File: src/rtl/pipe_muldiv_ctrl.sv
// Iterative mult/multu/div/divu sequencer owning HI/LO; stalls HI/LO consumers in ID.
// Latency: accept edge + 32 RUN edges + 1 FIX edge; md_done pulses the cycle after FIX.
// Backpressure: md_stall (combinational) holds any muldiv or mfhi/mflo in ID while busy.
module pipe_muldiv_ctrl #(
  parameter int ITER = 32
) (
  input  logic        clock,
  input  logic        resetn,
  input  logic        ID_md_valid,
  input  logic [1:0]  ID_md_op,
  input  logic        ID_hilo_read,
  input  logic        ID_advance,
  input  logic [31:0] ID_a,
  input  logic [31:0] ID_b,
  output logic        md_stall,
  output logic        md_busy,
  output logic        md_done,
  output logic [31:0] hi,
  output logic [31:0] lo
);

  localparam int CW = $clog2(ITER);

  typedef enum logic [1:0] {IDLE, RUN, FIX} state_t;

  state_t      state_q, state_d;
  logic [CW-1:0] count_q, count_d;
  logic [1:0]  op_q, op_d;
  logic        sa_q, sa_d, sb_q, sb_d, divz_q, divz_d;
  logic [31:0] ma_q, ma_d, mb_q, mb_d, a_orig_q, a_orig_d;
  logic [63:0] acc_q, acc_d;
  logic [31:0] hi_q, hi_d, lo_q, lo_d;
  logic        busy_q, busy_d, done_q, done_d;

  logic        accept, signed_op, in_sa, in_sb;
  logic [31:0] abs_a, abs_b;
  logic [32:0] mul_sum;
  logic [32:0] rem_sh;
  logic        no_borrow;
  logic [31:0] rem_diff;
  logic [63:0] prod_fix;

  assign md_stall = busy_q & (ID_md_valid | ID_hilo_read);
  assign md_busy  = busy_q;
  assign md_done  = done_q;
  assign hi       = hi_q;
  assign lo       = lo_q;

  always_comb begin
    state_d  = state_q;
    count_d  = count_q;
    op_d     = op_q;
    sa_d     = sa_q;
    sb_d     = sb_q;
    divz_d   = divz_q;
    ma_d     = ma_q;
    mb_d     = mb_q;
    a_orig_d = a_orig_q;
    acc_d    = acc_q;
    hi_d     = hi_q;
    lo_d     = lo_q;
    done_d   = 1'b0;

    accept    = (state_q == IDLE) & ID_md_valid & ID_advance & ~md_stall;
    signed_op = ~ID_md_op[0];
    in_sa     = signed_op & ID_a[31];
    in_sb     = signed_op & ID_b[31];
    abs_a     = in_sa ? -ID_a : ID_a;
    abs_b     = in_sb ? -ID_b : ID_b;

    // Shift-add: the 33-bit sum keeps the carry that the right shift pulls down.
    mul_sum   = {1'b0, acc_q[63:32]} + {1'b0, (acc_q[0] ? ma_q : 32'd0)};
    // Restoring divide: shifted remainder can briefly need 33 bits.
    rem_sh    = acc_q[63:31];
    no_borrow = (rem_sh >= {1'b0, mb_q});
    rem_diff  = rem_sh[31:0] - mb_q;
    prod_fix  = (sa_q ^ sb_q) ? -acc_q : acc_q;

    case (state_q)
      IDLE: begin
        if (accept) begin
          op_d     = ID_md_op;
          sa_d     = in_sa;
          sb_d     = in_sb;
          ma_d     = abs_a;
          mb_d     = abs_b;
          divz_d   = (abs_b == 32'd0);
          a_orig_d = ID_a;
          acc_d    = ID_md_op[1] ? {32'd0, abs_a} : {32'd0, abs_b};
          count_d  = '0;
          state_d  = RUN;
        end
      end
      RUN: begin
        if (op_q[1]) begin
          acc_d = no_borrow ? {rem_diff, acc_q[30:0], 1'b1}
                            : {rem_sh[31:0], acc_q[30:0], 1'b0};
        end else begin
          acc_d = {mul_sum, acc_q[31:1]};
        end
        count_d = count_q + CW'(1);
        if (count_q == CW'(ITER - 1)) state_d = FIX;
      end
      FIX: begin
        if (!op_q[1]) begin
          hi_d = prod_fix[63:32];
          lo_d = prod_fix[31:0];
        end else if (divz_q) begin
          hi_d = a_orig_q;
          lo_d = 32'hFFFF_FFFF;
        end else begin
          lo_d = (sa_q ^ sb_q) ? -acc_q[31:0] : acc_q[31:0];
          hi_d = sa_q ? -acc_q[63:32] : acc_q[63:32];
        end
        done_d  = 1'b1;
        state_d = IDLE;
      end
      default: state_d = IDLE;
    endcase

    busy_d = (state_d != IDLE);
  end

  always_ff @(posedge clock or negedge resetn) begin
    if (!resetn) begin
      state_q  <= IDLE;
      count_q  <= '0;
      op_q     <= 2'b00;
      sa_q     <= 1'b0;
      sb_q     <= 1'b0;
      divz_q   <= 1'b0;
      ma_q     <= 32'd0;
      mb_q     <= 32'd0;
      a_orig_q <= 32'd0;
      acc_q    <= 64'd0;
      hi_q     <= 32'd0;
      lo_q     <= 32'd0;
      busy_q   <= 1'b0;
      done_q   <= 1'b0;
    end else begin
      state_q  <= state_d;
      count_q  <= count_d;
      op_q     <= op_d;
      sa_q     <= sa_d;
      sb_q     <= sb_d;
      divz_q   <= divz_d;
      ma_q     <= ma_d;
      mb_q     <= mb_d;
      a_orig_q <= a_orig_d;
      acc_q    <= acc_d;
      hi_q     <= hi_d;
      lo_q     <= lo_d;
      busy_q   <= busy_d;
      done_q   <= done_d;
    end
  end

endmodule

File: config.mk
export PLATFORM = sky130hd
export DESIGN_NAME = pipe_muldiv_ctrl
export DESIGN_NICKNAME = d
export VERILOG_FILES = /design/src/rtl/pipe_muldiv_ctrl.sv
export SDC_FILE = /design/constraint.sdc
export NUM_CORES = 1
export LEC_CHECK = 0
export CAP_MARGIN = 40
export CELL_PAD_IN_SITES_DETAIL_PLACEMENT = 0
export CELL_PAD_IN_SITES_GLOBAL_PLACEMENT = 1
export CORE_MARGIN = 4
export CORE_UTILIZATION = 45
export DETAILED_ROUTE_END_ITERATION = 16
export PLACE_DENSITY_LB_ADDON = 0.15
export SLEW_MARGIN = 0
export SYNTH_ARGS = -nofsm -noshare
export SYNTH_HDL_FRONTEND = slang
export SYNTH_SLANG_ARGS = --single-unit
File: constraint.sdc
create_clock -name clock -period 5 [get_ports clock]
set_input_delay 0.75 -clock clock [delete_from_list [all_inputs] [get_ports clock]]
set_output_delay 0.75 -clock clock [all_outputs]
set_load 0.02 [all_outputs]
==> flow_summary.yaml <==
cells_and_area:
  fillers: 3777
  drive_gt1_frac: 0.0588
  multi_input_area_um2: 10900
  regArea_um2: 5910
  area_growth_syn_to_layout_pct: 16.8
  layoutNonFillerInstCount: 2815
  layout_commonest_cell: "nand2_1"
  final_cell_mix: "nand2_1, dfrtp_1, o21ai_0, a21oi_1, nor2_1"
  nNetsFinal: 2418
clocking:
  numCtsBuffers: 29
  clkTransAtPathRegs_ps: 60
  cts_resized: 0
  clock_latency_ps: 590
  cts_tree: "built"
  postCtsSetupRepairBufs: 0
  cts-root-buf: "clkbuf_16"
  cts_hold_buf: 0
  clockBufferDepth: 3
  h-tree-depth: 1
  clkSinkCount: 236
placed_design:
  portBuffers: 137
  dpl.cell_count: 2762
  post-dp-hpwl_um: 49400
  finalWeightedCongestion: 0.935
sta:
  setup_tns_ps: 0
  min_period_ps: 4130
  final_max_slew_viol_count: 0
  worst_slew_pin_slew_ps: 922
  hold_viol_final: 0
  setup_viol: 0
  finClkSkew_ps: 22.2
  fin_crit_sh: 0.826
  rsz0062_at_grt: "no"
  relSlewSlack: 0.386
  clock.fmax_mhz: 242
flow_run:
  cap_viol_max_count: 0
global_routing:
  grt_pass1_vias: 16200
  grt_pass1_wl_um: 98900
  grt_antenna_before_repair: 2
  grt_max_degree: 103
  track_usage: 0.303
  grt_remaining_overflow: 0
critical_path:
  crit_path_start: "acc_q[0]$_DFFE_PN0P_"
  cp_cell_sequence: "buf_4 > nand2_1 > fa_1 > nor2b_1 > o31ai_1 > a211oi_1 > a311o_1 > a311oi_1 > buf_4 > o311ai_0 > a211oi_1 > o311ai_0 > o311ai_0 > o21ai_0"
  crit_type: "reg2reg"
  required_ps: 5500
  critPathSlowestCell: "o311ai_0"
  startpoint_type: "register"
  cp.arrival_ps: 4630
  worst-path-buf-inv: 2
  end_kind: "register"
  worst_path_most_repeated_cell: "o311ai_0"
  crit_family: "compound AO/OA/AOI/OAI gates"
  cp_max_fo: 30
  r2r_start: "acc_q[0]$_DFFE_PN0P_"
  cpPeakStageDelay_ps: 690
synthesis:
  syn_nets: 2341
  synth.distinct_cells: 78
  synthCells: 2198
  synth-edff-count: 0
  ys_warn_count: 0
  synthArstFlopShare: 1.00
  synth.top_cell.area_share: 0.337
  synth.avg_cell_area_um2: 7.98
  synth_area_um2: 17500
  synth_top_area_cell: "dfrtp_1"
  ys_ff_latch: 236
  synth_area_leaders: "dfrtp_1, nand2_1, o21ai_0, xnor2_1, a21oi_1"
  synth_ff_type: "dfrtp_1"
  ys_seq_area_frac: 0.337
die:
  ios: 138
  fp.dieW_um: 205
  die_y_um: 205
  initial_core_util: 0.455
  core-area_um2: 38600
  rows: 72
  die_area_um2: 42200
drt:
  ant_nets: 0
  drc: 0
  routed_via_density: 6.02
  first_pass_iters: 5
  dr_total_vias: 17000
  wire_per_inst_um: 23.1
  wirelength_um: 65100
  drtIter0Drc: 1416
power_and_ir_drop:
  p_leak_uw: 0.00878
  finalPower_uw: 14900
  power_density_nw_per_um2: 725
  vdd_ir_drop_max_mv: 0.308
status:
  outcome: "finished clean"
hold_path:
  hold_class: "in2async"
[state kept, by name, indices dropped and copies added (netlist names)]
signal / cells
md_done: 1
op_q: 1
divz_q: 1
sa_q: 1
lo: 32
ma_q: 32
count_q: 5
md_busy: 1
hi: 32
acc_q: 64
sb_q: 1
mb_q: 32
state_q: 2
a_orig_q: 31
[routing by layer]
metal | global-route usage | share of wire
met1 | 0.435 | 0.45
met2 | 0.479 | 0.45
met3 | 0.0413 | 0.063
met4 | 0.0907 | 0.033
met5 | 0 | 0
[where the power goes]
part	internal [µW]	switching [µW]
logic	3670	5400
registers	2660	965
clock network	1270	895
total	7600	7260
[Yosys cell counts, drive strengths merged, types with 7 or more instances]
master	number
nand2	328
dfrtp	236
o21ai	218
a21oi	180
nor2	178
clkbuf	125
xnor2	118
xor2	73
ha	70
inv	67
mux2i	61
a211oi	52
and2	48
a21o	32
nor4	28
nor3	27
a31oi	26
nand3	26
or4	22
a22oi	19
buf	19
o211ai	19
or3	19
o21a	18
nand2b	17
o31ai	17
nor2b	15
nand4	13
and3	12
o21bai	9
or2	8
o41ai	7
[cell type report]
cell class | instances | area share
Multi-Input combinational cell | 1750 | 0.531
Clock inverter | 9 | 0.00428
Antenna cell | 3 | 0.000366
Timing Repair Buffer | 190 | 0.0887
Clock buffer | 41 | 0.0430
Tap cell | 518 | 0.0316
Sequential cell | 236 | 0.288
Inverter | 68 | 0.0125
[through the flow]
step	worst slack [ps]	hold WS (ps)	util	cell area [µm²]
finish	870	189	0.531	20500
global route	449	243	0.531	20500
CTS	869	209	0.531	20500
detailed placement	492	460	0.506	19500
global placement	514	456	0.505	19500
floorplan	1190	440	-	17500
[cell families after synthesis]
family                     after synthesis  synth area share
AOI/OAI and AO/OA                      665             0.233
xor gates and xnor gates               191            0.0954
adders and majority gates               72            0.0522
buffers and inverters                  212            0.0459
DFF                                    236             0.337
muxes                                   65            0.0374
and+or+nand+nor                        757             0.199
[final timing paths]
kind | to | slack (ps) | cells after the start
worst max-delay path | acc_q[63]$_DFFE_PN0P_ | 870 | 14
worst max register to register | acc_q[63]$_DFFE_PN0P_ | 870 | 14
worst min-delay path | acc_q[60]$_DFFE_PN0P_ | 190 | 1
min in group clock | hi[8]$_DFFE_PN0P_ | 470 | 2
worst min register to register | hi[8]$_DFFE_PN0P_ | 470 | 2
max in group asynchronous | mb_q[4]$_DFFE_PN0P_ | 3630 | 2
(Power assumes the default switching activity.)
